`src/rtl/sibling_merge_pkg.sv`:
```
// sibling_merge_pkg: shared defaults and types for the sibling stream merge.
package sibling_merge_pkg;

    localparam int N_SRC_DEF      = 5;
    localparam int DATA_W_DEF     = 16;
    localparam int FIFO_DEPTH_DEF = 4;

    // Width of a source index for a group of n siblings.
    function automatic int src_idx_w(input int n);
        return $clog2(n);
    endfunction

    localparam int SRC_W_DEF = $clog2(N_SRC_DEF);

    // FIFO entry layout for the default configuration: source tag above payload.
    typedef struct packed {
        logic [SRC_W_DEF-1:0]  src;
        logic [DATA_W_DEF-1:0] data;
    } merge_entry_t;

endpackage

```
`src/rtl/merge_sync_fifo.sv`:
```
// merge_sync_fifo: single-clock FIFO with registered storage and occupancy output.
module merge_sync_fifo #(
    parameter int WIDTH = 8,
    parameter int DEPTH = 4
) (
    input  logic                   clk,
    input  logic                   rst,
    input  logic                   push,
    input  logic [WIDTH-1:0]       push_data,
    input  logic                   pop,
    output logic [WIDTH-1:0]       head_data,
    output logic [$clog2(DEPTH):0] level
);

    localparam int AW = $clog2(DEPTH);

    logic [AW:0]      wr_ptr_q, wr_ptr_d;
    logic [AW:0]      rd_ptr_q, rd_ptr_d;
    logic [WIDTH-1:0] mem_q [DEPTH];
    logic [WIDTH-1:0] mem_d [DEPTH];
    logic             do_push;
    logic             do_pop;
    logic [AW-1:0]    head_idx;

    // The extra pointer bit tells full from empty; the difference is the occupancy.
    assign level   = wr_ptr_q - rd_ptr_q;
    assign do_push = push && (level < (AW+1)'(DEPTH));
    assign do_pop  = pop && (level != '0);

    // When empty, present the most recently popped slot so the head holds its last value.
    assign head_idx  = (level == '0) ? (rd_ptr_q[AW-1:0] - AW'(1)) : rd_ptr_q[AW-1:0];
    assign head_data = mem_q[head_idx];

    // Next-state for storage and pointers from this cycle's push and pop.
    always_comb begin
        mem_d    = mem_q;
        wr_ptr_d = wr_ptr_q;
        rd_ptr_d = rd_ptr_q;
        if (do_push) begin
            mem_d[wr_ptr_q[AW-1:0]] = push_data;
            wr_ptr_d                = wr_ptr_q + (AW+1)'(1);
        end
        if (do_pop) begin
            rd_ptr_d = rd_ptr_q + (AW+1)'(1);
        end
    end

    // Register storage and pointers; reset empties the FIFO and zeroes storage.
    always_ff @(posedge clk or posedge rst) begin
        if (rst) begin
            wr_ptr_q <= '0;
            rd_ptr_q <= '0;
            for (int i = 0; i < DEPTH; i++) begin
                mem_q[i] <= '0;
            end
        end else begin
            wr_ptr_q <= wr_ptr_d;
            rd_ptr_q <= rd_ptr_d;
            mem_q    <= mem_d;
        end
    end

endmodule

```
`src/rtl/sibling_stream_merge.sv`:
```
// sibling_stream_merge: round-robin merge of sibling valid/ready streams into one tagged stream.
module sibling_stream_merge
    import sibling_merge_pkg::*;
#(
    parameter int N_SRC      = N_SRC_DEF,
    parameter int DATA_W     = DATA_W_DEF,
    parameter int FIFO_DEPTH = FIFO_DEPTH_DEF,
    parameter int CNT_W      = 16
) (
    input  logic                        clk,
    input  logic                        rst,
    input  logic [N_SRC-1:0]            in_valid,
    output logic [N_SRC-1:0]            in_ready,
    input  logic [N_SRC*DATA_W-1:0]     in_data,
    output logic                        out_valid,
    input  logic                        out_ready,
    output logic [DATA_W-1:0]           out_data,
    output logic [$clog2(N_SRC)-1:0]    out_src,
    output logic [$clog2(FIFO_DEPTH):0] fifo_level,
    input  logic                        clear_cnt,
    output logic [CNT_W-1:0]            beat_count
);

    localparam int SRC_W = src_idx_w(N_SRC);
    localparam int LVL_W = $clog2(FIFO_DEPTH) + 1;

    typedef struct packed {
        logic [SRC_W-1:0]  src;
        logic [DATA_W-1:0] data;
    } entry_t;

    logic [SRC_W-1:0]  rr_ptr_q, rr_ptr_d;
    logic [CNT_W-1:0]  beat_count_q, beat_count_d;
    logic [SRC_W-1:0]  grant;
    logic              any_valid;
    logic              space;
    logic              push;
    logic              pop;
    logic [DATA_W-1:0] sel_data;
    entry_t            push_entry;
    entry_t            head_entry;

    // First valid source at or after ptr, wrapping explicitly at N_SRC; ptr if none is valid.
    function automatic logic [SRC_W-1:0] pick_grant(input logic [N_SRC-1:0] valid,
                                                    input logic [SRC_W-1:0] ptr);
        logic [SRC_W-1:0] sel;
        logic [SRC_W:0]   cand;
        sel = ptr;
        for (int k = N_SRC - 1; k >= 0; k--) begin
            cand = {1'b0, ptr} + (SRC_W+1)'(k);
            if (cand >= (SRC_W+1)'(N_SRC)) begin
                cand = cand - (SRC_W+1)'(N_SRC);
            end
            if (valid[cand[SRC_W-1:0]]) begin
                sel = cand[SRC_W-1:0];
            end
        end
        return sel;
    endfunction

    // Arbitration: space comes only from the registered level, so a same-cycle pop never frees a slot.
    always_comb begin
        grant     = pick_grant(in_valid, rr_ptr_q);
        any_valid = |in_valid;
        space     = fifo_level < LVL_W'(FIFO_DEPTH);
        push      = space && any_valid && !rst;
        in_ready  = '0;
        sel_data  = '0;
        for (int i = 0; i < N_SRC; i++) begin
            if (grant == SRC_W'(i)) begin
                in_ready[i] = push;
                sel_data    = in_data[i*DATA_W +: DATA_W];
            end
        end
        push_entry.src  = grant;
        push_entry.data = sel_data;
    end

    // Pointer moves past the granted source on a push; the counter saturates and clear wins.
    always_comb begin
        rr_ptr_d = rr_ptr_q;
        if (push) begin
            rr_ptr_d = (grant == SRC_W'(N_SRC - 1)) ? '0 : grant + SRC_W'(1);
        end
        beat_count_d = beat_count_q;
        if (clear_cnt) begin
            beat_count_d = '0;
        end else if (push && (beat_count_q != '1)) begin
            beat_count_d = beat_count_q + CNT_W'(1);
        end
    end

    // Arbiter pointer and beat counter registers.
    always_ff @(posedge clk or posedge rst) begin
        if (rst) begin
            rr_ptr_q     <= '0;
            beat_count_q <= '0;
        end else begin
            rr_ptr_q     <= rr_ptr_d;
            beat_count_q <= beat_count_d;
        end
    end

    merge_sync_fifo #(
        .WIDTH ($bits(entry_t)),
        .DEPTH (FIFO_DEPTH)
    ) u_fifo (
        .clk       (clk),
        .rst       (rst),
        .push      (push),
        .push_data (push_entry),
        .pop       (pop),
        .head_data (head_entry),
        .level     (fifo_level)
    );

    assign out_valid  = (fifo_level != '0);
    assign pop        = out_valid && out_ready;
    assign out_data   = head_entry.data;
    assign out_src    = head_entry.src;
    assign beat_count = beat_count_q;

endmodule

```
`config.mk`:
```
export PLATFORM = sky130hd
export DESIGN_NAME = sibling_stream_merge
export DESIGN_NICKNAME = d
export VERILOG_FILES = /design/src/rtl/sibling_merge_pkg.sv /design/src/rtl/merge_sync_fifo.sv /design/src/rtl/sibling_stream_merge.sv
export SDC_FILE = /design/constraint.sdc
export NUM_CORES = 1
export LEC_CHECK = 0
export ABC_AREA = 1
export CAP_MARGIN = 30
export CORE_ASPECT_RATIO = 2
export CORE_MARGIN = 1.5
export CORE_UTILIZATION = 29
export CTS_CLUSTER_DIAMETER = 100
export DETAILED_ROUTE_END_ITERATION = 12
export PLACE_DENSITY = 0.51
export SLEW_MARGIN = 25
export SYNTH_ARGS = -nofsm -noshare
export SYNTH_HDL_FRONTEND = slang
export SYNTH_HIERARCHICAL = 1
export SYNTH_SLANG_ARGS = --single-unit
```
`constraint.sdc`:
```
create_clock -name clk -period 4.65 [get_ports clk]
set_clock_uncertainty 0.05 [all_clocks]
set_input_delay 0.465 -clock clk [delete_from_list [all_inputs] [get_ports clk]]
set_output_delay 0.465 -clock clk [all_outputs]
set_load 0.05 [all_outputs]
```
* After elaboration in Yosys (flattened, before gate mapping)
Index checks and enable logic that the tools add are counted. Widths: inputs -> output; s select.
Cells by class: add/subtract/negate cells 15, $lt $le $gt $ge 14, equal/unequal tests 5, mux-type cells 40, bitwise operators 2, reductions and logical operators 13
Operators by type and width (number):
- $mux 16 | 7
- $bwmux 76 | 1
- $mux 19 | 3
- $bmux 19 s2 | 1
- $demux 19 s2 | 1
- $mux 3 | 11
- $lt 3x4->1 const B | 5
- $add 16x1->16 const B | 1
- $ge 4x3->1 const B | 4
- $ne 16x16->1 const B | 1
- $bmux 1 s3 | 5
- $sub 3x3->3 const B | 5
- $mux 1 | 10
- $add 3x1->3 const B | 3
- $ge 3x3->1 const B | 3
- $add 3x2->4 const B | 2
- $logic_and 1x1->1 | 7
- $eq 3x2->1 const B | 2
- $logic_not 3->1 | 2
- $not 2->3 | 2
- $reduce_or 5->1 | 1
- $add 3x1->4 const B | 1
- $add 3x3->4 const B | 1
- $eq 3x1->1 const B | 1
- other kinds (9) | 9
Word-level totals: register bits 101, input bits 89, output and inout port bits 44, logic and storage cells 97

* Depth between registers and ports, before layout
Gate-level depths: netlist of the first run.
depth after elaboration 17, mapped depth 32, mapped depth without buffers 29

* Modules after synthesis
Netlist of the first run, hierarchy kept.
By module, submodules not included:
- merge_sync_fifo | times used 1, cells each 533, area each 4179.0 µm²
- sibling_stream_merge | times used 1, cells each 564, area each 3126.7 µm²

* Worst setup path before layout of the first run
No wires, ideal clock.
path type reg-to-output, start register rr_ptr_q[0], end output port in_ready[2], arrival 4.008 ns, data required time 4.135 ns, setup slack 0.127 ns, cell stages (with the launch flop) 20, buffers on the path 3, cell sequence dfrtp_1 > buf_6 > inv_2 > ha_1 > inv_1 > fa_1 > a21oi_1 > inv_1 > o21ai_1 > o21ai_0 > o21ai_0 > nand2_1 > o2111ai_1 > nand3_1 > a22oi_1 > ha_1 > buf_1 > nand2_4 > buf_2 > nor2_1
Between the ends: cells in the longest elaborated chain, start to end 12
Ends and longest elaborated chain:
- from (decl) | RTL line sibling_stream_merge.sv:32 | logic [SRC_W-1:0] rr_ptr_q, rr_ptr_d;
- from (signal assigned) | RTL line sibling_stream_merge.sv:99 | rr_ptr_q <= rr_ptr_d;
- $add 3x3->4 | RTL line sibling_stream_merge.sv:50 | cand = {1'b0, ptr} + (SRC_W+1)'(k);
- $ge 4x3->1 / $sub 3x3->3 (equally long branches) | RTL line sibling_stream_merge.sv:51, sibling_stream_merge.sv:52
- $mux 3 | RTL line sibling_stream_merge.sv:51 | if (cand >= (SRC_W+1)'(N_SRC)) begin
- $bmux 1 s3 | RTL line sibling_stream_merge.sv:54 | if (valid[cand[SRC_W-1:0]]) begin
- $mux 1 (not written as such) | RTL line sibling_stream_merge.sv:54
- $mux 3 (4 in series) | RTL line sibling_stream_merge.sv:54
- $mux 3 * | RTL line sibling_stream_merge.sv:54
- net grant[1] | RTL line sibling_stream_merge.sv:34 | logic [SRC_W-1:0] grant;
- $eq 3x2->1 * | RTL line sibling_stream_merge.sv:70 | if (grant == SRC_W'(i)) begin
- $mux 1 * | RTL line sibling_stream_merge.sv:70
- to (decl) | RTL line sibling_stream_merge.sv:13 | output logic [N_SRC-1:0] in_ready,
Mark *: on every way through the listed nets, which the timed path passes. The rest lies on a longest branch. The select of a mux whose other input is x is not followed.

* Final worst setup path of the first run
start register rr_ptr_q[1], end output port in_ready[3]
The elaborated chain is that of the path after synthesis.

==> results.sh, run 1 <==
export IMPL_syn_to_final_growth_pct=28.10
export IMPL_path_buf_inv=5
export IMPL_synth_compound_area_share_pct=12.23
export IMPL_die_h_microns=227.5
export IMPL_final_nets=1332
export IMPL_yosys_area_top_type_share_pct=34.59
export IMPL_dp_cells=1538
export IMPL_grt_antenna_before_repair=4
export IMPL_routed_via_density=4.682
export IMPL_setup_tns_final_ns=0
export IMPL_drtPass1Iterations=5
export IMPL_critPathKind="reg2out"
export IMPL_drv_cap=0
export IMPL_grt_max_degree=41
export IMPL_cpPeakStageDelay_ns=0.47
export IMPL_crit_chain="clkinvlp_4, ha_1, ha_1, nand2_1, nand3_2, nand2_2, nand2_1, nand3_1, nand3_1, nand2_1, nor2_1, o31ai_1, nand2_1, a22oi_2, inv_2, ha_1, ha_1, inv_2, buf_12, nor2_1, buf_4"
export IMPL_syn_num_nets=1209
export IMPL_routabilityCongestion=0.9018
export IMPL_tightest_slew_ns=0.7437
export IMPL_r2r_start="rr_ptr_q[1]"
export IMPL_worst_hold_path_type="in2async"
export IMPL_synth_area_leaders="dfrtp_1, nand2_1, nand3_1"
export IMPL_clk_latency_ns=0.36
export IMPL_die_area_sq_um=26210
export IMPL_status="finished, final reports clean"
export IMPL_rows=82
export IMPL_cp_slowest_cell="dfrtp_2"
export IMPL_async_reset_ff_share_pct=100.0
export IMPL_layout_cells_non_filler=1564
export IMPL_cp_end_kind="output pin"
export IMPL_pre_cts_slack_ns=0.1958
export IMPL_dp_hpwl_microns=19110
export IMPL_critPathMaxFanout=17
export IMPL_grt_pass1_vias=7370
export IMPL_cp_start_kind="register"
export IMPL_layout_min_cycle_time_ns=4.362
export IMPL_port_buffers=132
export IMPL_r2r_end="u_fifo/mem_q[57]"
export IMPL_reg2regPathDepth=28
export IMPL_fill_cells=2731
export IMPL_arrival_ns=3.85
export IMPL_yosysUniqueCellTypes=42
export IMPL_synth_edf_count=0
export IMPL_synth_warnings=6
export IMPL_finalInstanceArea_sq_um=9359
export IMPL_clockRootBuffer="clkbuf_16"
export IMPL_io_pins=133
export IMPL_layout_drive_gt1_share_pct=10.05
export IMPL_fmax_mhz=229.3
export IMPL_grt_overflow=0
export IMPL_path_delay_family="simple AND/OR/NAND/NOR gates"
export IMPL_setup_viol_count_final=0
export IMPL_ys_seq_elements=101
export IMPL_finalMaxSlewViolations=0
export IMPL_groute_usage_overall_pct=20.38
export IMPL_cts_path_max_buffers=2
export IMPL_drc=0
export IMPL_netlist_top_cell_by_area="dfrtp_1"
export IMPL_dpl_cell_area_sq_um=8934
export IMPL_syn_area_per_cell_sq_um=6.660
export IMPL_synthAdderAreaFrac_pct=4.145
export IMPL_start_util_pct=29.30
export IMPL_synth_xor_xnor_area_share_pct=0.5994
export IMPL_max_slew_margin_pct=50.23
export IMPL_mappedNetlistArea_sq_um=7306
export IMPL_cts_buffers=9
export IMPL_clkTransAtPathRegs_ns=0.07
export IMPL_synth_flop_cell="dfrtp_1"
export IMPL_vias=7323
export IMPL_cp_data_required_time_ns=4.14
export IMPL_synthMuxAreaShare_pct=0
export IMPL_tritoncts="yes"
export IMPL_ctsHoldBuffers=0
export IMPL_period_share_pct=93.80
export IMPL_ys_seq_area_share_pct=34.59
export IMPL_grt_pass1_wl_microns=40120
export IMPL_htree_levels=3
export IMPL_synth_top_family_by_area="simple AND/OR/NAND/NOR gates"
export IMPL_rrSetupSlack_ns=0.54
export IMPL_cts_sinks=101
export IMPL_synthCells=1097
export IMPL_core_sq_um=24930
export IMPL_post_route_worst_setup_slack_ns=0.2885
export IMPL_hold_violations=0
export IMPL_synthSimpleGateAreaFrac_pct=33.50
export IMPL_ant_nets=0
export IMPL_drtIter0Drc=443
export IMPL_rsz0062_at_grt="false"
export IMPL_wl_per_cell_microns=16.53
export IMPL_die_w_microns=115.2
export IMPL_wl_microns=25860
## cell usage in the layout, fill, tap and decap left out, types with 5 or more instances in the layout
cell	instances
nor2_1	29
clkbuf_16	10
xor2_1	5
dfrtp_1	100
nor3_1	8
nor2_2	7
nand2_1	333
ha_1	20
o21ai_1	10
o21ai_2	10
nand3_1	163
clkdlybuf4s50_1	127
a21oi_1	18
nand2_2	11
o21ai_0	100
buf_4	26
inv_2	25
buf_12	6
inv_1	166
## per-layer routing
| metal | part of all wire [%] | track usage (%) |
|---|---|---|
| met1 | 36 | 20.53 |
| met4 | 3.3 | 9.518 |
| met3 | 2.3 | 2.370 |
| met2 | 58 | 40.44 |
| met5 | 0 | 0 |
## through the flow
stage / hold WS, ns / util [%]
floorplan: 0.3747 / -
global placement: 0.4512 / 35.83
detailed placement: 0.4466 / 35.83
CTS: 0.4407 / 36.91
global route: 0.4654 / 37.54
finish: 0.4364 / 37.54
## cell families (layout without fill, tap and decap cells)
kind of cell,Yosys count,in the layout
AOI/OAI and AO/OA,156,156
xor gates and xnor gates,5,5
adders and majority gates,23,23
buffers and inverters,245,372
DFF,101,101
other,0,4
and+or+nand+nor,567,567
## worst max-delay path by stage
stage / from / to / cells after the start
floorplan: rr_ptr_q[0] / in_ready[2] / 19
global placement: rr_ptr_q[0] / u_fifo/mem_q[15] / 27
detailed placement: rr_ptr_q[0] / u_fifo/mem_q[58] / 27
CTS: rr_ptr_q[0] / in_ready[0] / 23
global route: rr_ptr_q[1] / in_ready[1] / 18
finish: rr_ptr_q[1] / in_ready[3] / 21
## cell type report
type,instances,area [sq um],share of cell area (%)
Multi-Input combinational cell,751,3764,40.21
Sequential cell,101,2529,27.02
Timing Repair Buffer,161,1623,17.34
Inverter,196,748.2,7.995
Tap cell,336,420.4,4.492
Clock buffer,10,229.0,2.447
Clock inverter,5,36.28,0.3877
Antenna cell,4,10.01,0.1070
## Yosys cell counts (9+ instances only)
| master | count |
|---|---|
| clkbuf_1 | 9 |
| inv_1 | 171 |
| nand3_1 | 164 |
| buf_4 | 14 |
| o21ai_1 | 12 |
| dfrtp_1 | 101 |
| o21ai_0 | 100 |
| o21ai_2 | 9 |
| nand2_1 | 336 |
| nor2_1 | 36 |
| buf_2 | 11 |
| ha_1 | 21 |
| inv_2 | 23 |
| a21oi_1 | 19 |
| buf_6 | 11 |
## what timing repair did
item / 4_1_cts / 5_1_grt
endpoints found under the setup margin: 4 / 68
resized for setup: 2 / 22
setup buffers: 0 / 6
pin swaps: 0 / 1
cloned: 0 / 1
## sequential cells by signal (all words and copies together) (netlist names)
name and count:
beat_count 16, rr_ptr_q 3, u_fifo/mem_q 76, u_fifo/rd_ptr_q 3
u_fifo/wr_ptr_q 3
## worst register-to-register path, delay by kind of cell, from the launching register on
| kind | cells | cell delay [ns] |
|---|---|---|
| compound gates | 4 | 0.53 |
| simple gates | 17 | 1.72 |
| buf+inv | 4 | 0.54 |
| flops | 1 | 0.47 |
| fa+ha+maj | 3 | 0.73 |
Power of run 1 is not shown: default switching activity piles up to over one toggle a cycle in this logic, so the estimate is an artifact.
==> run 2: changes to the inputs <==
- CAP_MARGIN: 30 -> not set
- CORE_UTILIZATION: 29 -> 51
- PLACE_DENSITY: 0.51 -> 0.8
==> run 2 against run 1 <==
- final cell count is 9.6% lower
- cell area is 2.1% lower
- clock-buffer cell count is 1 lower
- sequential share of layout area is 0.57 points higher
- sequential cell count stayed put
- die area is 42% lower
- critical path depth is 3 lower
- worst setup slack worse by 0.058 ns
- global-route usage is 11 points higher
- fmax is 1.3% lower
- largest cell class unchanged
==> results.sh, run 2 (synthesized netlist as in run 1, its figures left out) <==
export IMPL_status="finished, final reports clean"
export IMPL_cp_common_cell="o21ai_1"
export IMPL_worst_hold_path_type="reg2reg"
export IMPL_port_buffers=132
export IMPL_cp_end_kind="output pin"
export IMPL_grt_max_degree=83
export IMPL_critPathKind="reg2out"
export IMPL_layout_cells_non_filler=1414
export IMPL_ant_nets=0
export IMPL_final_nets=1332
export IMPL_io_pins=133
export IMPL_n_antenna_cell=0
export IMPL_grt_antenna_before_repair=0
export IMPL_arrival_ns=3.90
export IMPL_tightest_slew_ns=0.7375
export IMPL_vias=7501
export IMPL_fill_cells=1262
export IMPL_cp_data_required_time_ns=4.14
export IMPL_cts_sinks=101
export IMPL_dp_hpwl_microns=16870
export IMPL_cp_start_kind="register"
export IMPL_hold_path_depth=1
export IMPL_routabilityCongestion=0.9231
export IMPL_r2r_end="u_fifo/mem_q[51]"
export IMPL_cts_buffers=9
export IMPL_max_slew_margin_pct=50.83
export IMPL_crit_chain="clkinvlp_4, ha_1, a21oi_4, o21ai_2, o21ai_1, inv_1, o21ai_1, a21oi_1, o21ai_1, nand2_1, a21oi_1, a22oi_2, inv_1, ha_1, buf_6, nand2_1, nor2_1, buf_12"
export IMPL_setup_tns_final_ns=0
export IMPL_layout_drive_gt1_share_pct=9.959
export IMPL_drtIter0Drc=636
export IMPL_cpPeakStageDelay_ns=0.47
export IMPL_dp_cells=1391
export IMPL_largest_reg_flops=76
export IMPL_clockRootBuffer="clkbuf_16"
export IMPL_grt_overflow=0
export IMPL_start_util_pct=52.31
export IMPL_cts_path_max_buffers=2
export IMPL_htree_levels=3
export IMPL_pre_cts_slack_ns=0.1469
export IMPL_reg2regPathDepth=23
export IMPL_syn_to_final_growth_pct=25.47
export IMPL_holdPathEnd="beat_count[6]"
export IMPL_met3_length_microns=1306
export IMPL_wl_microns=22900
export IMPL_tritoncts="yes"
export IMPL_setup_viol_count_final=0
export IMPL_layout_min_cycle_time_ns=4.420
export IMPL_grt_pass1_vias=7367
export IMPL_drtPass1Iterations=6
export IMPL_hold_violations=0
export IMPL_drv_cap=0
export IMPL_drc=0
export IMPL_die_area_sq_um=15100
export IMPL_core_sq_um=13970
export IMPL_cp_slowest_cell="dfrtp_2"
export IMPL_hp_start="beat_count[5]"
export IMPL_rows=61
export IMPL_die_w_microns=87.63
export IMPL_r2r_start="rr_ptr_q[1]"
export IMPL_wl_per_cell_microns=16.19
export IMPL_ctsHoldBuffers=0
export IMPL_rsz0062_at_grt="false"
export IMPL_post_route_worst_setup_slack_ns=0.2303
export IMPL_highest_layer="met4"
export IMPL_most_common_layout_cells="nand2_1, inv_1, nand3_1"
export IMPL_clkTransAtPathRegs_ns=0.07
export IMPL_clk_latency_ns=0.35
export IMPL_wl_met1_microns=7755
export IMPL_rrSetupSlack_ns=0.49
export IMPL_finalMaxSlewViolations=0
export IMPL_period_share_pct=95.05
export IMPL_die_h_microns=172.3
export IMPL_regMostFlops="u_fifo/mem_q"
export IMPL_final_common_cell="nand2_1"
export IMPL_critPathMaxFanout=33
export IMPL_fmax_mhz=226.3
export IMPL_grt_pass1_wl_microns=36510
export IMPL_routed_via_density=5.305
export IMPL_wl_met2_microns=12220
export IMPL_groute_usage_overall_pct=31.76
[run 2: changes by cell type in the layout (fill, tap and decap cells not counted), moves of 2 or more]
| cell | previous run | this run |
|---|---|---|
| inv_8 | 0 | 2 |
| nor2_1 | 29 | 33 |
| inv_2 | 25 | 27 |
| clkinv_2 | 3 | 1 |
| diode_2 | 4 | 0 |
| nor2_2 | 7 | 4 |
| buf_6 | 1 | 3 |
| ha_1 | 20 | 18 |
[run 2: worst max-delay path by stage]
stage / from / end / slack [ns] / depth (start not counted)
3_5_place_dp: rr_ptr_q[1] / u_fifo/mem_q[41] / 0.15 / 26
6_report: rr_ptr_q[1] / in_ready[1] / 0.23 / 18
3_3_place_gp: rr_ptr_q[1] / u_fifo/mem_q[45] / 0.33 / 26
5_1_grt: rr_ptr_q[1] / in_ready[3] / 0.0006 / 21
2_1_floorplan: rr_ptr_q[0] / in_ready[2] / 0.13 / 19
4_1_cts: rr_ptr_q[1] / in_ready[3] / 0.02 / 21
[run 2: critical path, delay by kind of cell, from the launching register on]
| kind | cells | cell delay, ns |
|---|---|---|
| compound gates | 8 | 1.35 |
| buf+inv | 5 | 0.83 |
| flops | 1 | 0.47 |
| fa+ha+maj | 2 | 0.46 |
| simple gates | 3 | 0.46 |
[run 2: area by class of cell]
class                   count  area [sq um]  area share (%)
well taps                 189         236.5           2.580
flip-flops and latches    101          2529           27.59
clock inverters             7         62.56          0.6825
clock buffers               9         225.2           2.457
inverters                 196         744.5           8.122
repair buffers            161          1618           17.65
multi-input cells         751          3751           40.92
[run 2: stage by stage]
stage | hold slack (ns) | area [sq um] | util, %
3_3_place_gp | 0.4357 | 8736 | 62.55
6_report | 0.4422 | 9166 | 65.63
2_1_floorplan | 0.3747 | 7306 | -
4_1_cts | 0.4465 | 9034 | 64.68
5_1_grt | 0.4692 | 9166 | 65.63
3_5_place_dp | 0.4463 | 8736 | 62.55
[run 2: what timing repair did]
action,4_1_cts,5_1_grt
resized for setup,3,17
gates cloned,0,1
setup buffers,0,6
endpoints found under the setup margin,4,65
pin swaps,0,2
[run 2: layer usage]
metal  GRT usage, %  vias to the layer above
li1               -                     3681
met3          5.871                       85
met4          21.67                        0
met5              0                        -
met1          31.67                     3457
met2          57.79                      278
Power of run 2 is left out for the same reason.
==> run 3: changes to the inputs <==
- CELL_PAD_IN_SITES_DETAIL_PLACEMENT: not set -> 0
- CELL_PAD_IN_SITES_GLOBAL_PLACEMENT: not set -> 1
- CORE_UTILIZATION: 51 -> 38
- PLACE_DENSITY: 0.8 -> 0.84
- SLEW_MARGIN: 25 -> not set
==> run 3 against run 2 <==
- global-route usage is 7.8 points lower
- hold slack worse by 0.00080 ns
- worst setup slack worse by 0.0019 ns
- sequential share of layout area is 0.32 points lower
- cell area is 1.2% higher
- sequential cell count stayed put
- largest cell class unchanged
- register-to-register slack better by 0.02 ns
- routed wire length is 1.8% higher
- via count is 1.5% lower
- critical endpoint is now in_ready[3]
- utilization is 16 points lower
==> results.sh, run 3 (synthesized netlist as in run 1, its figures left out) <==
export IMPL_status="finished, final reports clean"
export IMPL_syn_to_final_growth_pct=26.99
export IMPL_cts_buffers=9
export IMPL_final_nets=1333
export IMPL_vias=7385
export IMPL_dp_hpwl_microns=17090
export IMPL_hp_start="beat_count[5]"
export IMPL_die_h_microns=199.1
export IMPL_cp_num_cells=24
export IMPL_cp_start_kind="register"
export IMPL_critPathMaxFanout=17
export IMPL_clkTransAtPathRegs_ns=0.07
export IMPL_fill_cells=2002
export IMPL_r2r_end="u_fifo/mem_q[53]"
export IMPL_layout_cells_non_filler=1483
export IMPL_pre_cts_slack_ns=0.05793
export IMPL_wl_per_cell_microns=15.72
export IMPL_port_buffers=132
export IMPL_cp_end_kind="output pin"
export IMPL_path_delay_family="buffers and inverters"
export IMPL_io_pins=133
export IMPL_setup_viol_count_final=0
export IMPL_layout_min_cycle_time_ns=4.422
export IMPL_drc=0
export IMPL_max_slew_margin_pct=53.49
export IMPL_post_route_worst_setup_slack_ns=0.2284
export IMPL_clockRootBuffer="clkbuf_16"
export IMPL_finalMaxSlewViolations=0
export IMPL_dp_cells=1457
export IMPL_period_share_pct=95.09
export IMPL_ant_nets=0
export IMPL_utilization_pct=49.26
export IMPL_routed_via_density=4.980
export IMPL_cp_data_required_time_ns=4.14
export IMPL_rows=71
export IMPL_die_w_microns=101.0
export IMPL_arrival_ns=3.91
export IMPL_die_area_sq_um=20120
export IMPL_grt_pass1_vias=7222
export IMPL_clk_latency_ns=0.35
export IMPL_hold_violations=0
export IMPL_grt_antenna_before_repair=2
export IMPL_grt_pass1_wl_microns=36780
export IMPL_reg2regPathDepth=29
export IMPL_layout_drive_gt1_share_pct=9.869
export IMPL_htree_levels=3
export IMPL_r2r_start="rr_ptr_q[0]"
export IMPL_cts_path_max_buffers=2
export IMPL_setup_tns_final_ns=0
export IMPL_tightest_slew_ns=0.6951
export IMPL_cp_slowest_cell="dfrtp_1"
export IMPL_regMostFlops="u_fifo/mem_q"
export IMPL_routabilityCongestion=0.9024
export IMPL_core_sq_um=18830
export IMPL_tritoncts="yes"
export IMPL_cpPeakStageDelay_ns=0.41
export IMPL_start_util_pct=38.79
export IMPL_path_buf_inv=10
export IMPL_rrSetupSlack_ns=0.51
export IMPL_grt_max_degree=53
export IMPL_crit_chain="inv_4, ha_2, inv_1, fa_1, a21oi_2, inv_1, o21ai_2, buf_4, nand3_1, nor2_1, inv_1, nand2_2, a21oi_1, o31ai_1, nand2_1, a22oi_2, buf_4, clkinvlp_4, ha_1, ha_1, inv_2, buf_12, nor2_1, buf_4"
export IMPL_fmax_mhz=226.2
export IMPL_wl_microns=23320
export IMPL_worst_hold_path_type="reg2reg"
export IMPL_hold_path_depth=1
export IMPL_holdPathEnd="beat_count[6]"
export IMPL_critPathKind="reg2out"
export IMPL_groute_usage_overall_pct=23.97
export IMPL_drtIter0Drc=369
export IMPL_most_common_layout_cells="nand2_1, inv_1, nand3_1"
export IMPL_largest_reg_flops=76
export IMPL_drv_cap=0
export IMPL_final_common_cell="nand2_1"
export IMPL_drtPass1Iterations=5
export IMPL_cts_sinks=101
export IMPL_grt_overflow=0
export IMPL_rsz0062_at_grt="false"
## run 3: cell count changes in the layout (fill, tap and decap cells not counted), moves of 2 or more
cell      previous run  this run
ha_4                 2         0
clkinv_4             1         3
buf_6                3         0
inv_2               27        25
buf_4               25        28
inv_6                3         1
diode_2              0         2
## run 3: how the worst max path moves through the flow
| stage | start | endpoint | slack [ns] |
|---|---|---|---|
| 5_1_grt | rr_ptr_q[1] | in_ready[3] | 0.01 |
| 6_report | rr_ptr_q[0] | in_ready[3] | 0.23 |
| 3_3_place_gp | rr_ptr_q[1] | in_ready[4] | 0.23 |
| 4_1_cts | rr_ptr_q[0] | in_ready[3] | 0.02 |
| 2_1_floorplan | rr_ptr_q[0] | in_ready[2] | 0.13 |
| 3_5_place_dp | rr_ptr_q[1] | in_ready[4] | 0.06 |
## run 3: stage by stage
stage | hold slack [ns] | area (sq um)
final | 0.4414 | 9278
after detailed placement | 0.4307 | 8831
after global placement | 0.4308 | 8831
after CTS | 0.4421 | 9226
after global routing | 0.4730 | 9278
after floorplan | 0.3747 | 7306
## run 3: final cells by class
type	instances	area, sq um	share of cell area [%]
clock buffers	9	225.2	2.428
well taps	255	319.1	3.439
inverters	196	750.7	8.092
clock inverters	7	92.59	0.9980
diodes	2	5.005	0.05394
multi-input cells	751	3721	40.11
flip-flops and latches	101	2530	27.27
repair buffers	162	1634	17.61
## run 3: what timing repair did
action	in CTS	in global routing
hold buffers	0	0
pin swaps	0	1
gates cloned	1	0
setup endpoints to repair	4	28
endpoints found under the hold margin	0	0
gates resized for setup	7	9
setup buffers	3	4
## run 3: metal layers
| layer | GRT usage, % | share of wire [%] | vias to the layer above |
|---|---|---|---|
| met2 | 43.10 | 52 | 188 |
| met4 | 15.84 | 6.2 | 0 |
| met5 | 0 | 0 | - |
| met3 | 3.987 | 4.5 | 63 |
| met1 | 25.07 | 37 | 3444 |
| li1 | - | - | 3690 |
Power of run 3 is left out for the same reason.
